## src/rtl/alu_dispatch_if.sv

```systemverilog
// Signal bundle between the fetch stage, alu_dispatch and the ALU.
// master = upstream/test side, slave = the dispatch block.
interface alu_dispatch_if #(
  parameter int DEPTH   = 4,
  parameter int STALL_W = 16
);
  localparam int CNT_W = $clog2(DEPTH) + 1;

  logic               in_valid;
  logic               in_ready;
  logic [31:0]        in_instr;
  logic               alu;
  logic [31:0]        instruction;
  logic               other_valid;
  logic [31:0]        other_instr;
  logic [CNT_W-1:0]   fifo_count;
  logic [STALL_W-1:0] stall_cnt;

  modport master (
    output in_valid, in_instr,
    input  in_ready, alu, instruction, other_valid, other_instr, fifo_count, stall_cnt
  );

  modport slave (
    input  in_valid, in_instr,
    output in_ready, alu, instruction, other_valid, other_instr, fifo_count, stall_cnt
  );
endinterface

```

## src/rtl/alu_dispatch.sv

```systemverilog
// Instruction FIFO + classifier: ALU-class words strobe out to the ALU, others go to a side port.
// Optional upstream stall counter enabled by defining ALU_DISPATCH_STALL_CNT_EN.
module alu_dispatch #(
  parameter int DEPTH     = 4,
  parameter int ISSUE_GAP = 1,
  parameter int STALL_W   = 16
) (
  input  logic         clk,
  input  logic         rst_n,
  alu_dispatch_if.slave bus
);
  localparam int PTR_W = $clog2(DEPTH);
  localparam int CNT_W = PTR_W + 1;
  localparam int GAP_W = $clog2(ISSUE_GAP + 1);

  typedef enum logic [1:0] {
    IDLE  = 2'd0,
    ISSUE = 2'd1,
    GAP   = 2'd2
  } state_t;

  function automatic logic is_alu_op(input logic [5:0] op);
    return (op == 6'h00) || ((op >= 6'h08) && (op <= 6'h0F));
  endfunction

  // FIFO state
  logic [31:0]      mem_q [DEPTH];
  logic [PTR_W-1:0] wr_ptr_q, rd_ptr_q;
  logic [CNT_W-1:0] count_q, count_d;
  logic             push_q;

  // FSM and registered outputs
  state_t           state_q;
  logic [GAP_W-1:0] gap_q;
  logic             alu_q;
  logic [31:0]      instr_q;
  logic             other_valid_q;
  logic [31:0]      other_instr_q;

  logic        push, pop, head_avail;
  logic [31:0] head;

  assign bus.in_ready = (count_q != CNT_W'(DEPTH));
  assign push         = bus.in_valid && bus.in_ready;
  assign head         = mem_q[rd_ptr_q];

  // A word written on the previous edge is not yet readable, so a lone fresh entry waits a cycle.
  assign head_avail = (count_q > CNT_W'(1)) || ((count_q == CNT_W'(1)) && !push_q);
  assign pop        = (state_q == IDLE) && head_avail;

  // NOTE: every signal assigned in always_comb gets a default first, so no path can infer a latch.
  always_comb begin
    count_d = count_q;
    if (push && !pop) begin
      count_d = count_q + CNT_W'(1);
    end else if (pop && !push) begin
      count_d = count_q - CNT_W'(1);
    end
  end

  // NOTE: the storage array has no reset; the pointers and count alone decide which entries are live.
  always_ff @(posedge clk) begin
    if (push) begin
      mem_q[wr_ptr_q] <= bus.in_instr;
    end
  end

  // NOTE: sequential state uses non-blocking assignments so every register samples pre-edge values.
  always_ff @(posedge clk or negedge rst_n) begin
    if (!rst_n) begin
      wr_ptr_q <= '0;
      rd_ptr_q <= '0;
      count_q  <= '0;
      push_q   <= 1'b0;
    end else begin
      if (push) begin
        wr_ptr_q <= wr_ptr_q + 1'b1;
      end
      if (pop) begin
        rd_ptr_q <= rd_ptr_q + 1'b1;
      end
      count_q <= count_d;
      push_q  <= push;
    end
  end

  always_ff @(posedge clk or negedge rst_n) begin
    if (!rst_n) begin
      state_q       <= IDLE;
      gap_q         <= '0;
      alu_q         <= 1'b0;
      instr_q       <= '0;
      other_valid_q <= 1'b0;
      other_instr_q <= '0;
    end else begin
      alu_q         <= 1'b0;
      other_valid_q <= 1'b0;
      unique case (state_q)
        IDLE: begin
          if (pop) begin
            if (is_alu_op(head[31:26])) begin
              instr_q <= head;
              alu_q   <= 1'b1;
              state_q <= ISSUE;
            end else begin
              other_instr_q <= head;
              other_valid_q <= 1'b1;
            end
          end
        end
        ISSUE: begin
          gap_q   <= GAP_W'(ISSUE_GAP);
          state_q <= GAP;
        end
        GAP: begin
          // The head stays queued here, which keeps both output classes in program order.
          gap_q <= gap_q - GAP_W'(1);
          if (gap_q == GAP_W'(1)) begin
            state_q <= IDLE;
          end
        end
        default: state_q <= IDLE;
      endcase
    end
  end

  assign bus.alu         = alu_q;
  assign bus.instruction = instr_q;
  assign bus.other_valid = other_valid_q;
  assign bus.other_instr = other_instr_q;
  assign bus.fifo_count  = count_q;

`ifdef ALU_DISPATCH_STALL_CNT_EN
  logic [STALL_W-1:0] stall_q;

  always_ff @(posedge clk or negedge rst_n) begin
    if (!rst_n) begin
      stall_q <= '0;
    end else if (bus.in_valid && !bus.in_ready && (stall_q != {STALL_W{1'b1}})) begin
      stall_q <= stall_q + 1'b1;
    end
  end

  assign bus.stall_cnt = stall_q;
`else
  assign bus.stall_cnt = '0;
`endif

endmodule

```

## src/flat_wrapper.sv

```systemverilog
// flat-port wrapper written by rule: the top's interface ports become plain ports
module alu_dispatch_flat 
#(
  parameter int DEPTH     = 4,
  parameter int ISSUE_GAP = 1,
  parameter int STALL_W   = 16
)
  (clk, rst_n, bus_in_valid, bus_in_instr, bus_in_ready, bus_alu, bus_instruction, bus_other_valid, bus_other_instr, bus_fifo_count, bus_stall_cnt);
  alu_dispatch_if #(.DEPTH(DEPTH), .STALL_W(STALL_W)) bus_i ();
  input  logic clk;
  input  logic rst_n;
  input wire logic [$bits(bus_i.in_valid)-1:0] bus_in_valid;
  input wire logic [$bits(bus_i.in_instr)-1:0] bus_in_instr;
  output wire logic [$bits(bus_i.in_ready)-1:0] bus_in_ready;
  output wire logic [$bits(bus_i.alu)-1:0] bus_alu;
  output wire logic [$bits(bus_i.instruction)-1:0] bus_instruction;
  output wire logic [$bits(bus_i.other_valid)-1:0] bus_other_valid;
  output wire logic [$bits(bus_i.other_instr)-1:0] bus_other_instr;
  output wire logic [$bits(bus_i.fifo_count)-1:0] bus_fifo_count;
  output wire logic [$bits(bus_i.stall_cnt)-1:0] bus_stall_cnt;
  assign bus_i.in_valid = bus_in_valid;
  assign bus_i.in_instr = bus_in_instr;
  assign bus_in_ready = bus_i.in_ready;
  assign bus_alu = bus_i.alu;
  assign bus_instruction = bus_i.instruction;
  assign bus_other_valid = bus_i.other_valid;
  assign bus_other_instr = bus_i.other_instr;
  assign bus_fifo_count = bus_i.fifo_count;
  assign bus_stall_cnt = bus_i.stall_cnt;
  alu_dispatch #(.DEPTH(DEPTH), .ISSUE_GAP(ISSUE_GAP), .STALL_W(STALL_W)) u_core (.clk(clk), .rst_n(rst_n), .bus(bus_i));
endmodule
```

## config.mk

```make
export PLATFORM = sky130hd
export DESIGN_NAME = alu_dispatch_flat
export DESIGN_NICKNAME = d
export VERILOG_FILES = /design/src/rtl/alu_dispatch_if.sv /design/src/rtl/alu_dispatch.sv /design/src/flat_wrapper.sv
export SDC_FILE = /design/constraint.sdc
export NUM_CORES = 1
export LEC_CHECK = 0
export CELL_PAD_IN_SITES_DETAIL_PLACEMENT = 0
export CELL_PAD_IN_SITES_GLOBAL_PLACEMENT = 1
export CORE_ASPECT_RATIO = 1.75
export CORE_UTILIZATION = 46
export DETAILED_ROUTE_END_ITERATION = 6
export GPL_TIMING_DRIVEN = 0
export PLACE_DENSITY_LB_ADDON = 0.1
export SLEW_MARGIN = 20
export SYNTH_ARGS = -nofsm -noshare
export SYNTH_HDL_FRONTEND = slang
export SYNTH_SLANG_ARGS = --single-unit
```

## constraint.sdc

```tcl
create_clock -name clk -period 2.4 [get_ports clk]
set_input_delay 0.36 -clock clk [delete_from_list [all_inputs] [get_ports clk]]
set_output_delay 0.36 -clock clk [all_outputs]
set_load 0.02 [all_outputs]
```

==> results of run 1 <==
-- power breakdown --
group,internal [mW],switching (mW),total [mW]
Clock,1.49,1.24,2.72
Combinational,2.80,3.33,6.12
Sequential,4.88,0.471,5.35
-- metrics by stage --
stage	instances	worst slack [ps]	setup TNS (ps)	hold WS, ps	total power [mW]
global route	822	3.09	0	473	14.9
global placement	779	-1870	-219280	473	11.3
floorplan	448	66.7	0	64.4	9.00
detailed placement	784	-613	-25740	397	11.5
finish	822	86.1	0	423	14.2
CTS	820	14.2	0	439	14.3
-- routing by layer --
layer | routed length (µm) | share of wire [%]
met5 | 0 | 0
met4 | 255 | 1.5
met3 | 604 | 3.6
met2 | 9480 | 56
met1 | 6660 | 39
-- flip-flops by register name, summed over array words and instances (netlist names) --
signal and count:
u_core.bus.other_valid 1, u_core.bus.other_instr 32, u_core.gap_q 1, u_core.bus.instruction 32, u_core.push_q 1, u_core.mem_q 128
u_core.wr_ptr_q 2, u_core.bus.fifo_count 3, u_core.state_q 2, u_core.rd_ptr_q 2, u_core.bus.alu 1
-- timing repair --
action                                  4_1_cts  5_1_grt
setup buffers                                 4        2
pin swaps                                     3        1
gates resized for setup                       9        4
hold buffers                                  1        0
endpoints found under the setup margin       70       38
hold endpoints to repair                     41        0
-- worst max path at each step --
stage | endpoint | cells past startpoint | slack, ps
floorplan | u_core.bus.fifo_count[2]$_DFFE_PN0P_ | 10 | 70
global placement | u_core.bus.other_instr[11]$_DFFE_PN0P_ | 1 | -1870
detailed placement | u_core.bus.instruction[24]$_DFFE_PN0P_ | 7 | -610
CTS | u_core.bus.instruction[24]$_DFFE_PN0P_ | 6 | 10
global route | u_core.bus.instruction[22]$_DFFE_PN0P_ | 6 | 3
finish | u_core.bus.other_instr[28]$_DFFE_PN0P_ | 6 | 90
-- cell usage after synthesis, drive strengths merged (4+ instances only) --
cell,number
and2,5
and3,4
buf,30
clkbuf,8
dfrtp,77
edfxtp,128
ha,12
inv,9
mux2,6
mux4,32
nand2,31
nor2,4
o2bb2ai,52
-- layout make-up --
cell class,count,area (µm²)
Sequential cell,205,5770
Tap cell,227,284
Buffer,37,254
Timing Repair Buffer,116,1200
Multi-Input combinational cell,196,1950
Clock buffer,21,493
Fill cell,1361,6820
Clock inverter,11,63.8
Inverter,9,33.8
-- cell families after synthesis --
logic type               after synthesis  synth area share, %
AO/OA/AOI/OAI                         70                 7.66
flip-flops                           205                 72.8
XOR/XNOR                               6                0.663
multiplexers                          39                 10.1
AND/OR/NAND/NOR                       53                 3.19
other                                  1               0.0473
adder cells (fa/ha/maj)               12                 1.90
buffers and inverters                 47                 3.58
-- cells in the final DEF (no fill, tap or decap), types with 9 or more instances in the layout --
cell	synthesis	routed
inv_1	9	9
conb_1	1	16
mux4_2	31	31
clkbuf_16	0	19
dfrtp_1	77	76
nand2_1	31	31
ha_1	12	12
buf_4	16	24
edfxtp_1	128	128
clkdlybuf4s50_1	0	102
buf_2	8	9
o2bb2ai_1	52	52
==> flow_summary.ini, run 1 <==
[status]
outcome = finished, final reports clean

[finish]
fin_area_um2 = 10000
fin_util_pct = 59.6
diodes = 0
layout.nets = 630
syn2layout_area_growth_pct = 26.8
layout-drive-gt1-share_pct = 20.5

[synthesis]
synth_edf_count = 128
synth_ff_type = edfxtp_1
synth-async-reset-ratio_pct = 37.6
synthCells = 433
synth.area.top_cells = edfxtp_1, dfrtp_1, mux4_2
synth_area_per_cell_um2 = 18.3
yosysUniqueCellTypes = 43
ys_seq_elements = 205
syn_area_um2 = 7920
ys.warnings.count = 0
seq_area_frac_synth_pct = 72.8
synth_top_cell_by_area = edfxtp_1
synth_top_area_share_pct = 48.5

[timing]
clock.fmax_ghz = 0.432
maxSlewViolCount = 0
hold_viol_final = 0
fin_worst_skew_ps = 11.8
setup_viol_count_final = 0
timing.final.crit_period_ps = 2310
slew_headroom_pct = 53.6
rsz0062_at_grt = no
fin_crit_sh_pct = 96.4
worst_slew_pin_slew_ps = 696

[die]
initial_utilization_pct = 47.0
io_pins = 121
num_rows = 63
fp.dieH_um = 176
die_x_um = 101
core_area_um2 = 16900
fp.dieArea_um2 = 17800

[placed_design]
dp.final_hpwl_um = 11400
port_buffers = 104
finalWeightedCongestion = 0.695
place_area_um2 = 9410

[cts]
htree_num_levels = 1
cts_tree = yes
clockBufferDepth = 3
clock_sinks = 205
clk_pin_slew_ps = 70
cts_made_buffers = 18
clk_latency_ps = 480
clock-root-buffer = clkbuf_16

[setup_path]
path_buf_inv = 2
cp_slowest_stage_delay_ps = 660
cpMaxStageDelayCell = mux4_1
r2r_end = u_core.bus.other_instr[28]$_DFFE_PN0P_
worstPathRequired_ps = 2770
path_cells = buf_6, mux4_1, nor2b_1, o31ai_4, buf_4, mux2_2
reg2reg_slack_ps = 90
cp-start-kind = flop
crit_family = multiplexers
r2r-start = u_core.rd_ptr_q[0]$_DFFE_PN0P_
cp-startpoint = u_core.rd_ptr_q[0]$_DFFE_PN0P_
end_kind = flop
path_class = flop to flop
cp_max_fo = 7
arrival_ps = 2680
worst_r2r_path_depth = 6

[drt]
wire_per_inst_um = 20.7
drc = 0
dr.pass1.iters = 4
first_iter_violations = 140
num_vias = 4416
wl_um = 17000
ant_nets = 0
avgViaCountPerCell = 5.37

[global_route]
grt_use_met1_pct = 24.4
grt.overflow.total = 0
grt_pass1_wl_um = 26300
met2_usage_pct = 37.3
busiest_layer = met2
use_met3_pct = 2.83
grt_usage_pct = 20.2
grt_max_degree = 43
grt_antenna_before_repair = 0
grt_pass1_vias = 4641

[power]
ir_drop_v = 0.000726
power_density_nw_per_um2 = 1410
p_leak_nw = 3.76

[job]
drv_cap = 0

[worst_hold_path]
hold_class = input pin to asynchronous set/reset pin
Note: power is estimated with default switching activity, not from simulation.
==> inputs of run 2 (changes only) <==
CORE_UTILIZATION = 47   (was 46)
CTS_BUF_LIST = sky130_fd_sc_hd__clkbuf_8   (was default)
SKIP_LAST_GASP = 1   (was default)
==> flow_summary.ini, run 2 (synthesis gave the netlist of run 1 again) <==
[status]
outcome = finished, final reports clean

[global_route]
grt_usage_pct = 19.8
met2_usage_pct = 36.6
grt_use_met1_pct = 23.0
busiest_layer = met2
use_met3_pct = 3.99
grt_pass1_wl_um = 25900
grt.overflow.total = 0
grt_max_degree = 51
grt_antenna_before_repair = 0
grt_pass1_vias = 4779

[timing]
fin_worst_skew_ps = 9.13
rsz0062_at_grt = no
worst_slew_pin_slew_ps = 657
fin_crit_sh_pct = 95.9
maxSlewViolCount = 0
hold_viol_final = 0
timing.final.crit_period_ps = 2300
setup_ws_ps = 98.2
slew_headroom_pct = 56.2
clock.fmax_ghz = 0.434
setup_viol_count_final = 0

[finish]
layout-drive-gt1-share_pct = 21.8
diodes = 0
fillCellCount = 1301
fin_util_pct = 61.8
final_cell_mix = edfxtp_1, clkdlybuf4s50_1, dfrtp_1, o2bb2ai_1
final_common_cell = edfxtp_1
syn2layout_area_growth_pct = 28.3
largest_reg_flops = 128
regMostFlops = u_core.mem_q
layout.nets = 640

[placed_design]
dp.final_hpwl_um = 11000
dpl_worst_slack_ps = -681
port_buffers = 104
finalWeightedCongestion = 0.705

[power]
p_leak_nw = 3.85
ir_drop_v = 0.000811
power_mw = 14.4
power_density_nw_per_um2 = 1420

[setup_path]
end_kind = flop
path_class = flop to flop
reg2reg_slack_ps = 100
r2r-start = u_core.rd_ptr_q[0]$_DFFE_PN0P_
arrival_ps = 2730
cp_max_fo = 7
worstPathRequired_ps = 2830
cp-start-kind = flop
r2r_end = u_core.bus.other_instr[28]$_DFFE_PN0P_
worst_r2r_path_depth = 6

[cts]
clockBufferDepth = 3
htree_num_levels = 1
clock_sinks = 205
cts_made_buffers = 29
cts_tree = yes
clk_latency_ps = 540
clk_pin_slew_ps = 70
clock-root-buffer = clkbuf_8

[die]
initial_utilization_pct = 48.2
num_rows = 62
fp.dieH_um = 174
core_area_um2 = 16400
io_pins = 121
die_x_um = 100
fp.dieArea_um2 = 17400

[drt]
dr.pass1.iters = 4
ant_nets = 0
wl_um = 16400
drc = 0
avgViaCountPerCell = 5.25
wire_per_inst_um = 19.6
num_vias = 4410
first_iter_violations = 218

[worst_hold_path]
hold_class = input pin to asynchronous set/reset pin

[job]
drv_cap = 0
[run 2: timing repair]
item / in CTS / in global routing
gates resized for setup: 10 / 3
endpoints found under the setup margin: 71 / 16
hold endpoints to repair: 27 / 0
buffers inserted: 5 / 0
hold buffers: 1 / 0
pin swaps: 3 / 2
[run 2: critical path: stages (launching register included)]
cell and delay, ps:
dfrtp_1 340, buf_6 150, mux4_1 670, nor2b_1 260, o31ai_4 270, buf_4 170, mux2_2 330
[run 2: report_power, final]
group | total (mW) | switching [mW] | internal (mW)
logic | 6.08 | 3.28 | 2.80
clock network | 3.02 | 1.28 | 1.74
registers | 5.33 | 0.452 | 4.88
total | 14.4 | 5.01 | 9.41
[run 2: worst max path at each step]
stage / from / to / slack (ps) / cells after the start
final: u_core.rd_ptr_q[0]$_DFFE_PN0P_ / u_core.bus.other_instr[28]$_DFFE_PN0P_ / 100 / 6
after global routing: u_core.bus.fifo_count[1]$_DFFE_PN0P_ / u_core.bus.fifo_count[2]$_DFFE_PN0P_ / 4 / 9
after CTS: u_core.bus.fifo_count[1]$_DFFE_PN0P_ / u_core.bus.fifo_count[2]$_DFFE_PN0P_ / 40 / 9
after detailed placement: u_core.rd_ptr_q[1]$_DFFE_PN0P_ / u_core.bus.instruction[4]$_DFFE_PN0P_ / -680 / 7
after global placement: rst_n / u_core.bus.other_instr[22]$_DFFE_PN0P_ / -1820 / 1
after floorplan: u_core.bus.fifo_count[1]$_DFFE_PN0P_ / u_core.bus.fifo_count[2]$_DFFE_PN0P_ / 70 / 10
[run 2: cell type report]
type | instances | area (µm²) | share of cell area [%]
clock inverters | 23 | 230 | 2.27
repair buffers | 115 | 1210 | 12.0
well taps | 224 | 280 | 2.76
plain buffers | 37 | 256 | 2.52
multi-input cells | 196 | 1950 | 19.2
clock buffers | 31 | 427 | 4.20
inverters | 9 | 33.8 | 0.332
flip-flops and latches | 205 | 5770 | 56.8
[run 2: metal layers]
| metal | part of all wire [%] | wire [µm] | up-vias |
|---|---|---|---|
| met3 | 4.9 | 802 | 18 |
| met4 | 1.1 | 173 | 0 |
| met2 | 55 | 9100 | 125 |
| li1 | - | - | 1972 |
| met5 | 0 | 0 | - |
| met1 | 39 | 6350 | 2295 |
[run 2: per-stage QoR]
| step | hold slack [ps] | TNS [ps] | cells | area, µm² |
|---|---|---|---|---|
| 2_1_floorplan | 64.4 | 0 | 448 | 7980 |
| 3_3_place_gp | 469 | -210740 | 776 | 9300 |
| 3_5_place_dp | 319 | -24120 | 781 | 9430 |
| 4_1_cts | 282 | 0 | 840 | 10200 |
| 5_1_grt | 329 | 0 | 840 | 10200 |
| 6_report | 297 | 0 | 840 | 10200 |
==> inputs of run 3 (changes only) <==
CORE_MARGIN = 8   (was default)
==> flow_summary.ini, run 3 (synthesis gave the netlist of run 1 again) <==
[setup_path]
path_class = flop to flop
cp_max_fo = 10
worstPathRequired_ps = 2820
end_kind = flop
r2r-start = u_core.rd_ptr_q[1]$_DFFE_PN0P_
arrival_ps = 2720
cp-startpoint = u_core.rd_ptr_q[1]$_DFFE_PN0P_
cp-start-kind = flop

[finish]
largest_reg_flops = 128
final_common_cell = edfxtp_1
diodes = 0
final_cell_mix = edfxtp_1, clkdlybuf4s50_1, dfrtp_1, o2bb2ai_1, clkbuf_8
layout-drive-gt1-share_pct = 21.8
regMostFlops = u_core.mem_q
finalNonFillerCells = 843
layout.nets = 641
syn2layout_area_growth_pct = 27.7
fin_area_um2 = 10100

[timing]
worst_slew_pin_slew_ps = 660
timing.final.crit_period_ps = 2300
fin_crit_sh_pct = 95.6
maxSlewViolCount = 0
hold_viol_final = 0
clock.fmax_ghz = 0.436
setup_viol_count_final = 0
fin_worst_skew_ps = 14.5
slew_headroom_pct = 56.0
setup_ws_ps = 105
tns_ps = 0
rsz0062_at_grt = yes

[die]
fp.dieH_um = 188
io_pins = 121
core_area_um2 = 16700
initial_utilization_pct = 47.4
num_rows = 63
fp.dieArea_um2 = 21400
die_x_um = 114

[power]
ir_drop_v = 0.000698
power.switching_mw = 5.07
p_comb_share_pct = 42.4
p_seq_share_pct = 37.2
p_leak_nw = 3.82
power_density_nw_per_um2 = 1420
p_int_mw = 9.33
sw_frac_of_total_pct = 35.2
clkPwrFrac_pct = 20.4

[drt]
dr.pass1.iters = 4
ant_nets = 0
wire_per_inst_um = 21.1
drc = 0
wl_um = 17800
num_vias = 4392
first_iter_violations = 225
avgViaCountPerCell = 5.21

[cts]
clk_latency_ps = 530
clock_sinks = 205
clock-root-buffer = clkbuf_8
clockBufferDepth = 3
clk_pin_slew_ps = 70
cts_made_buffers = 29
htree_num_levels = 1
cts_tree = yes

[global_route]
grt_antenna_before_repair = 0
grt_pass1_wl_um = 28200
grt.overflow.total = 0
grt_max_degree = 41
grt_usage_pct = 17.0
grt_pass1_vias = 4970

[placed_design]
place_inst = 784
place_area_um2 = 9410
dpl_worst_slack_ps = -527
port_buffers = 104
dp.final_hpwl_um = 12200
finalWeightedCongestion = 0.704

[status]
outcome = finished, final reports clean

[job]
drv_cap = 0

[worst_hold_path]
hold_class = input pin to asynchronous set/reset pin
-- run 3: critical path, cell delays in order (launching register included) --
cell,delay [ps]
dfrtp_1,500
buf_4,260
mux4_1,380
nor3_2,270
o211ai_1,270
buf_2,280
a32o_1,230
-- run 3: area by class of cell --
type	instances	area, µm²
multi-input cells	196	1950
fillers	1343	6590
flip-flops and latches	205	5770
clock buffers	32	440
inverters	9	33.8
repair buffers	116	1190
clock inverters	21	191
well taps	227	284
plain buffers	37	256
-- run 3: final timing paths --
| path | cells past startpoint | to | slack (ps) |
|---|---|---|---|
| max | 6 | u_core.bus.instruction[29]$_DFFE_PN0P_ | 100 |
| min | 2 | u_core.bus.fifo_count[2]$_DFFE_PN0P_ | 370 |
| max reg2reg | 6 | u_core.bus.instruction[29]$_DFFE_PN0P_ | 100 |
| min reg2reg | 1 | u_core.bus.instruction[8]$_DFFE_PN0P_ | 490 |
| max in group asynchronous | 3 | u_core.bus.instruction[13]$_DFFE_PN0P_ | 1430 |
| min in group clk | 1 | u_core.mem_q[2][16]$_DFFE_PP_ | 460 |
-- run 3: routing by layer --
metal	up-vias	part of all wire (%)	global-route usage, %
li1	1981	-	-
met4	0	1.8	4.95
met5	-	0	0
met3	30	5.5	3.45
met2	111	56	32.1
met1	2270	36	18.5
-- run 3: stage by stage --
step	util (%)	hold slack, ps	total power, mW
global placement	55.7	473	11.3
detailed placement	56.3	384	11.5
floorplan	-	64.4	9.00
finish	60.5	365	14.4
CTS	60.4	354	14.5
global route	60.5	405	15.2
-- run 3: power groups by stage --
stage / clock network, mW / logic [mW] / registers (mW)
after floorplan: 0 / 3.03 / 5.97
after global placement: 0 / 5.87 / 5.39
after detailed placement: 0 / 6.06 / 5.41
after CTS: 2.99 / 6.17 / 5.37
after global routing: 3.15 / 6.58 / 5.47
final: 2.94 / 6.10 / 5.36
-- run 3: timing repair --
action | in CTS | in global routing
hold buffers | 1 | 0
setup endpoints to repair | 71 | 13
resized for setup | 10 | 3
hold endpoints to repair | 39 | 0
setup buffers | 4 | 2
pin swaps | 3 | 1
